--- config.mk ---
export PLATFORM = sky130hd
export DESIGN_NAME = reg_file_sb_flat
export DESIGN_NICKNAME = d
export VERILOG_FILES = /design/src/rtl/reg_file_sb_if.sv /design/src/rtl/reg_file_sb.sv /design/src/flat_wrapper.sv
export SDC_FILE = /design/constraint.sdc
export NUM_CORES = 2
export LEC_CHECK = 0
export CORE_UTILIZATION = 45
export DETAILED_ROUTE_END_ITERATION = 7
export GPL_TIMING_DRIVEN = 1
export PLACE_DENSITY = 0.71
export REMOVE_ABC_BUFFERS = 1
export SLEW_MARGIN = 20
export SYNTH_ARGS = -nofsm -noshare
export SYNTH_HDL_FRONTEND = slang
export SYNTH_SLANG_ARGS = --single-unit
--- constraint.sdc ---
create_clock -name clk -period 3.9 [get_ports clk]
set_clock_uncertainty 0.2 [all_clocks]
set_input_delay 0.585 -clock clk [delete_from_list [all_inputs] [get_ports clk]]
set_output_delay 0.585 -clock clk [all_outputs]
set_load 0.01 [all_outputs]
--- src/rtl/reg_file_sb_if.sv ---
// reg_file_sb_if: decode/writeback bus of the scoreboarded register file
interface reg_file_sb_if #(
    parameter int DATA_WIDTH = 32,
    parameter int ADDR_WIDTH = 5
);
    logic [ADDR_WIDTH-1:0] rd_addr1, rd_addr2, res_addr, wr_addr;
    logic [DATA_WIDTH-1:0] rd_data1, rd_data2, wr_data;
    logic                  rd_busy1, rd_busy2, res_en, res_ack, wr_en, flush;
    logic [ADDR_WIDTH:0]   busy_cnt;
    modport master (
        output rd_addr1, rd_addr2, res_en, res_addr, wr_en, wr_addr, wr_data, flush,
        input  rd_data1, rd_data2, rd_busy1, rd_busy2, res_ack, busy_cnt
    );
    modport slave (
        input  rd_addr1, rd_addr2, res_en, res_addr, wr_en, wr_addr, wr_data, flush,
        output rd_data1, rd_data2, rd_busy1, rd_busy2, res_ack, busy_cnt
    );
endinterface

--- src/rtl/reg_file_sb.sv ---
// reg_file_sb: 2R/1W register file with per-register busy scoreboard; REGFILE_BYPASS_EN enables write-to-read bypass
module reg_file_sb #(
    parameter int DATA_WIDTH = 32,
    parameter int ADDR_WIDTH = 5
) (
    input logic clk,
    input logic rst_n,
    reg_file_sb_if.slave bus
);
    localparam int NREG = 1 << ADDR_WIDTH;
    localparam int CW = ADDR_WIDTH + 1;
    logic [DATA_WIDTH-1:0] regs [NREG];
    logic [NREG-1:0]       busy;
    logic [CW-1:0]         cnt;
    logic                  wr_hit, wr_clr, res_set, byp1, byp2;
    assign wr_hit  = bus.wr_en && bus.wr_addr != '0;
    assign wr_clr  = wr_hit && busy[bus.wr_addr];
    assign bus.res_ack = bus.res_en && !bus.flush && (bus.res_addr == '0 || !busy[bus.res_addr]);
    assign res_set = bus.res_ack && bus.res_addr != '0;
`ifdef REGFILE_BYPASS_EN
    assign byp1 = wr_hit && bus.wr_addr == bus.rd_addr1;
    assign byp2 = wr_hit && bus.wr_addr == bus.rd_addr2;
`else
    assign byp1 = 1'b0;
    assign byp2 = 1'b0;
`endif
    assign bus.rd_data1 = byp1 ? bus.wr_data : bus.rd_addr1 == '0 ? '0 : regs[bus.rd_addr1];
    assign bus.rd_data2 = byp2 ? bus.wr_data : bus.rd_addr2 == '0 ? '0 : regs[bus.rd_addr2];
    assign bus.rd_busy1 = !byp1 && busy[bus.rd_addr1];
    assign bus.rd_busy2 = !byp2 && busy[bus.rd_addr2];
    assign bus.busy_cnt = cnt;
    // a reservation on the written register is ordered after the clear, so it wins
    always_ff @(posedge clk or negedge rst_n) begin
        if (!rst_n) begin
            for (int i = 0; i < NREG; i++) regs[i] <= '0;
            busy <= '0;
            cnt  <= '0;
        end else begin
            if (wr_hit) regs[bus.wr_addr] <= bus.wr_data;
            if (bus.flush) busy <= '0;
            else begin
                if (wr_hit) busy[bus.wr_addr] <= 1'b0;
                if (res_set) busy[bus.res_addr] <= 1'b1;
            end
            cnt <= bus.flush ? '0 : cnt + CW'(res_set) - CW'(wr_clr);
        end
    end
endmodule

--- src/flat_wrapper.sv ---
// flat-port wrapper written by rule: the top's interface ports become plain ports
module reg_file_sb_flat 
#(
    parameter int DATA_WIDTH = 32,
    parameter int ADDR_WIDTH = 5
)
  (clk, rst_n, bus_rd_addr1, bus_rd_addr2, bus_res_en, bus_res_addr, bus_wr_en, bus_wr_addr, bus_wr_data, bus_flush, bus_rd_data1, bus_rd_data2, bus_rd_busy1, bus_rd_busy2, bus_res_ack, bus_busy_cnt);
  reg_file_sb_if #(.DATA_WIDTH(DATA_WIDTH), .ADDR_WIDTH(ADDR_WIDTH)) bus_i ();
  input logic clk;
  input logic rst_n;
  input wire logic [$bits(bus_i.rd_addr1)-1:0] bus_rd_addr1;
  input wire logic [$bits(bus_i.rd_addr2)-1:0] bus_rd_addr2;
  input wire logic [$bits(bus_i.res_en)-1:0] bus_res_en;
  input wire logic [$bits(bus_i.res_addr)-1:0] bus_res_addr;
  input wire logic [$bits(bus_i.wr_en)-1:0] bus_wr_en;
  input wire logic [$bits(bus_i.wr_addr)-1:0] bus_wr_addr;
  input wire logic [$bits(bus_i.wr_data)-1:0] bus_wr_data;
  input wire logic [$bits(bus_i.flush)-1:0] bus_flush;
  output wire logic [$bits(bus_i.rd_data1)-1:0] bus_rd_data1;
  output wire logic [$bits(bus_i.rd_data2)-1:0] bus_rd_data2;
  output wire logic [$bits(bus_i.rd_busy1)-1:0] bus_rd_busy1;
  output wire logic [$bits(bus_i.rd_busy2)-1:0] bus_rd_busy2;
  output wire logic [$bits(bus_i.res_ack)-1:0] bus_res_ack;
  output wire logic [$bits(bus_i.busy_cnt)-1:0] bus_busy_cnt;
  assign bus_i.rd_addr1 = bus_rd_addr1;
  assign bus_i.rd_addr2 = bus_rd_addr2;
  assign bus_i.res_en = bus_res_en;
  assign bus_i.res_addr = bus_res_addr;
  assign bus_i.wr_en = bus_wr_en;
  assign bus_i.wr_addr = bus_wr_addr;
  assign bus_i.wr_data = bus_wr_data;
  assign bus_i.flush = bus_flush;
  assign bus_rd_data1 = bus_i.rd_data1;
  assign bus_rd_data2 = bus_i.rd_data2;
  assign bus_rd_busy1 = bus_i.rd_busy1;
  assign bus_rd_busy2 = bus_i.rd_busy2;
  assign bus_res_ack = bus_i.res_ack;
  assign bus_busy_cnt = bus_i.busy_cnt;
  reg_file_sb #(.DATA_WIDTH(DATA_WIDTH), .ADDR_WIDTH(ADDR_WIDTH)) u_core (.clk(clk), .rst_n(rst_n), .bus(bus_i));
endmodule
# Yosys cells after proc, flatten, opt, wreduce, memory -nomap -nowiden
# Cells that the tools add are included.
# word_totals
reg_bits	1062
inputBits	57
output_inout_bits	73
# op_classes
n_addsub	2
magnitude_cmp	10
n_mux	28
n_bitwise	6
n_reduce_logical	16
# op_table
operator	n
bitwise mux 1024 bit	1
two-way mux 32 bit	11
binary-select mux 32 bit (select 5 bit)	2
demux 32 bit (select 5 bit)	1
bitwise AND 32 bit	1
NOT 32 bit	1
OR 32 bit	1
less-than comparator 5 x 6 -> 1 bit (second input constant)	4
binary-select mux 1 bit (select 5 bit)	4
greater-or-equal comparator 6 bit (second input constant)	3
NOT 5 -> 6 bit	3
logical NOT 5 bit	3
demux 1 bit (select 5 bit)	2
greater-or-equal comparator 5 x 1 -> 1 bit (second input constant)	2
nonzero test 5 bit	2
logical AND 1 bit	8
adder 6 x 1 -> 6 bit	1
less-than comparator 6 x 1 -> 1 bit (second input constant)	1
two-way mux 1 bit	6
two-way mux 6 bit	1
subtractor 6 x 1 -> 6 bit	1
logical NOT 1 bit	2
logical OR 1 bit	1

# Depth between registers and ports, before layout
# logic_depth
word_depth	11
ltp_mapped	15

# Worst setup path before layout
# Ideal clock, no wire load.
# synth_timing
kind	input to register
startpoint	in bus_wr_addr[0]
endpoint	reg u_core.cnt[5] (netlist: u_core.bus.busy_cnt[5])
setup_ps	125
t_arrival_ps	3453
t_required_ps	3575
slack_ps	122
stages	14
cell_sequence	buf_2 > buf_4 > mux4_2 > nor2b_1 > a2111oi_0 > nor3_1 > ha_1 > inv_1 > ha_1 > a21o_1 > a21oi_1 > o21bai_1 > a21oi_1 > mux2_2
# synth_via
elab_chain_len	5
word_cells_on_any_way	7
cone_classes	1 x add/sub; 3 x mux; 3 x reduce/logical
# synth_lines
item	line_no	rtl
from (decl)	flat_wrapper.sv:16	input wire logic [$bits(bus_i.wr_addr)-1:0] bus_wr_addr;
binary-select mux 1 bit (select 5 bit) or nonzero test 5 bit (tied branches)	reg_file_sb.sv:17, reg_file_sb.sv:16	
two-way mux 1 bit (implied by the code) or logical AND 1 bit (tied branches)	reg_file_sb.sv:17, reg_file_sb.sv:16	
logical AND 1 bit *	reg_file_sb.sv:17	assign wr_clr = wr_hit && busy[bus.wr_addr];
subtractor 6 x 1 -> 6 bit *	reg_file_sb.sv:45	cnt <= bus.flush ? '0 : cnt + CW'(res_set) - CW'(wr_clr);
two-way mux 6 bit *	reg_file_sb.sv:45	
to (signal assigned)	reg_file_sb.sv:45	
to (decl)	reg_file_sb.sv:14	logic [CW-1:0] cnt;
# Every way passes the cells marked *; elsewhere a longest branch is shown, timed or not. The select of a mux whose other input is x is not followed.
# A chain may end at the register's enable or synchronous reset.

# Worst setup path after layout
# layout_timing
startpoint	in bus_rd_addr2[2]
endpoint	out bus_rd_data2[13]
# layout_via
elab_chain_len	5
word_cells_on_any_way	6
cone_classes	4 x mux; 1 x bitwise; 1 x reduce/logical
# layout_lines
item	line_no	rtl
from (decl)	flat_wrapper.sv:12	input wire logic [$bits(bus_i.rd_addr2)-1:0] bus_rd_addr2;
NOT 5 -> 6 bit (implied by the code)	reg_file_sb.sv:28	assign bus.rd_data2 = byp2 ? bus.wr_data : bus.rd_addr2 == '0 ? '0 : regs[bus.rd_addr2];
binary-select mux 32 bit (select 5 bit)	reg_file_sb.sv:28	
two-way mux 32 bit (implied by the code) (2 in series)	reg_file_sb.sv:28	
two-way mux 32 bit *	reg_file_sb.sv:28	
to (decl)	flat_wrapper.sv:20	output wire logic [$bits(bus_i.rd_data2)-1:0] bus_rd_data2;
# Marks and branches as above.

==> reports/qor.csv <==
metric,value,unit
P_int,24200,µW
vias in the first global route,37400,
RSZ-0062 raised after global routing,yes,
most frequent cells in the layout,"dfrtp_1 (1,062), mux2_2 (1,048), mux4_2 (557), buf_4 (172), mux2i_1 (130)",
Synth Flop Type,dfrtp_1,
pre-CTS setup slack,-0.388,ns
DIE HEIGHT,358,µm
Ys Warns,0,
DR iter-0 viols,3420,
"Distinct cells, synth",48,
final setup margin,0.0555,ns
crit end category,output port,
global-route wire length before repair,255000,µm
Detail Route Antenna Nets,0,
CTS tree,done,
initial antenna violation count,3,
WS Path Type,input pin to output port,
pwr dens,498,nW/µm²
"Avg Cell Area, Syn",15.5,µm²
final setup violation count,0,
Max Transition Viols Final,0,
CP top delay family,buffers and inverters,
CP Cell Sequence,"buf_4, or3_4, buf_4, nor3_4, buf_12, nor3_1, clkdlybuf4s50_1",
die area,128000,µm²
Final Util,52.6,%
Mapped Cells,3681,
Sw Pwr,8770,µW
# DRC,0,
Seq pwr share,44.2,%
Startpoint Class,input pin,
Rows,130,
layout cell share with drive strength beyond 1,54.9,%
"Clk Latency, worst-skew pair",0.73,ns
CTS Sinks,1062,
"FFs w/ async S/R, synth",100,%
WP data required,3.12,ns
Sw Ratio,26.6,%
Starting Density,45.4,%
hold crit path type,flop to flop,
Tot GR Track Use,26.9,%
layout net count,3839,
crit path DAT,3.06,ns
post-synthesis register bit count,1062,
Cells on Worst Hold Path,0,
clk slew on worst S/H paths,0.06,ns
Area growth syn-to-layout,15.7,%
Least-Margin Pin Slew,1.16,ns
Inserted Clock Buffers,111,
peak supply drop,0.364,mV
largest net degree at the start of global routing,98,
sequential fraction of the synthesis area,46.5,%
GR Overflow Total,0,
slowest CP cell,clkdlybuf4s50_1,
Logic pwr share,21.3,%
Port Buf Inserts,129,
Placer Congestion,0.852,
DP HPWL,105000,µm
count of final hold-check violations,0,
Ports,130,
Fmax,260,MHz
R2R cell count,12,
vias per std cell,6.53,
"Top cell by count, worst path",buf_4,
WP buf/inv,4,
WP depth,7,
Routed WL,170000,µm
DR pass1 iterations,5,
max_cap viols,0,
Max clock buf depth,3,
Slew HR,22.4,%
"most common cell after layout, fill and taps aside",dfrtp_1,
Post-synth EDFFs,0,
Final period util,98.6,%
Clock power frac,34.5,%
crit path time final,3.84,ns
Core Box Area,126000,µm²
crit-path max FO,16,
Clock Root Buffer,clkbuf_16,
Post-Syn Area,57100,µm²
outcome,finished clean,
routed len/inst,30.9,µm
CTS H-tree lvls,3,
width of the die,358,µm
static leakage,0.0282,µW
DR vias,36000,
Crit path largest cell delay,0.67,ns
-- Yosys cell counts (7+ instances only) --
library cell	instances	area, µm²
nor2b_1	11	68.8
nor3_1	38	190
clkbuf_1	229	860
o32ai_1	15	131
mux2i_1	130	1300
buf_2	102	510
nand3b_1	23	173
buf_4	27	203
buf_6	25	282
dfrtp_1	1062	26600
a221oi_1	54	473
nand2_1	54	203
o221ai_1	56	490
nand2b_1	7	43.8
o31ai_1	10	75.1
buf_1	45	169
o21ai_1	32	160
o22ai_1	8	50.1
nor2_1	32	120
inv_1	53	199
mux2_2	1048	11800
mux4_2	557	12500
o21ai_0	7	35.0
-- cell families (layout without fill, tap and decap cells) --
kind of cell,count (synthesis),count (layout),synth area share [%]
muxes,1735,1735,44.9
and+or+nand+nor,195,195,1.81
DFF,1062,1062,46.5
adders and majority gates,7,7,0.166
AOI/OAI and AO/OA,197,197,2.67
buffers and inverters,481,664,3.89
xor gates and xnor gates,4,4,0.0613
other,0,2,0
-- worst reg2reg max path, stage by stage, from the launching register on --
cell	delay (ns)
dfrtp_1	0.46
mux4_2	0.49
mux4_2	0.48
nor2b_1	0.13
nor3_1	0.08
ha_1	0.29
inv_1	0.04
ha_1	0.22
a21o_1	0.19
a21oi_1	0.20
o21bai_1	0.09
a21oi_1	0.15
mux2_2	0.34
-- per-layer routing --
| layer | vias to the layer above | routed length, µm | track usage, % |
|---|---|---|---|
| li1 | 14500 | - | - |
| met4 | 0 | 6450 | 9.86 |
| met5 | - | 0 | 0 |
| met2 | 1450 | 82800 | 43.6 |
| met1 | 19700 | 68900 | 37.0 |
| met3 | 363 | 12100 | 4.12 |
-- final timing paths --
check,slack (ns),start,end
setup / recovery,0.06,bus_rd_addr2[2],bus_rd_data2[13]
hold / removal,0.20,u_core.regs[992]$_DFFE_PN0P_,u_core.regs[992]$_DFFE_PN0P_
setup reg to reg,0.43,u_core.busy[17]$_DFF_PN0_,u_core.bus.busy_cnt[5]$_DFF_PN0_
hold reg to reg,0.20,u_core.regs[992]$_DFFE_PN0P_,u_core.regs[992]$_DFFE_PN0P_
max in group asynchronous,2.09,rst_n,u_core.regs[968]$_DFFE_PN0P_
min in group asynchronous,0.36,rst_n,u_core.regs[588]$_DFFE_PN0P_
-- power groups by stage --
stage,sequential [µW],combinational [µW],clock [µW]
floorplan,14200,4690,0
global placement,14500,6860,0
detailed placement,14700,7000,0
CTS,14500,7050,11500
global route,14800,7470,12000
finish,14500,7010,11400
-- state kept, by name, indices dropped and copies added, names as in the netlist --
signal,count
u_core.bus.busy_cnt,6
u_core.busy,32
u_core.regs,1024
-- cell type report --
cell class                      count  area, µm²
Sequential cell                  1062      26600
Antenna cell                        2       5.00
Inverter                           53        199
Timing Repair Buffer              409       4760
Tap cell                         1650       2060
Clock buffer                      170       3310
Fill cell                       10100      59600
Multi-Input combinational cell   2138      28600
Clock inverter                     32        591
-- repair_timing --
action                                 4_1_cts  5_1_grt
setup endpoints to repair                    2       12
gates resized for setup                      2        9
hold buffers                                 1        0
pin swaps                                    0        0
endpoints found under the hold margin       53        0
setup buffers                                0        0
-- stage by stage --
step                total power (µW)  area, µm²  hold slack (ns)  TNS [ns]  cells
floorplan                      18900      55100           0.0894    -12.92   3253
global placement               21400      62200            0.178     -1.11   5311
detailed placement             21700      62200            0.184     -1.14   5311
CTS                            33100      66100            0.198         0   5514
global route                   34300      66100            0.210    -0.123   5515
finish                         32900      66100            0.199         0   5516
No activity file was read; power rests on OpenSTA's default activity.
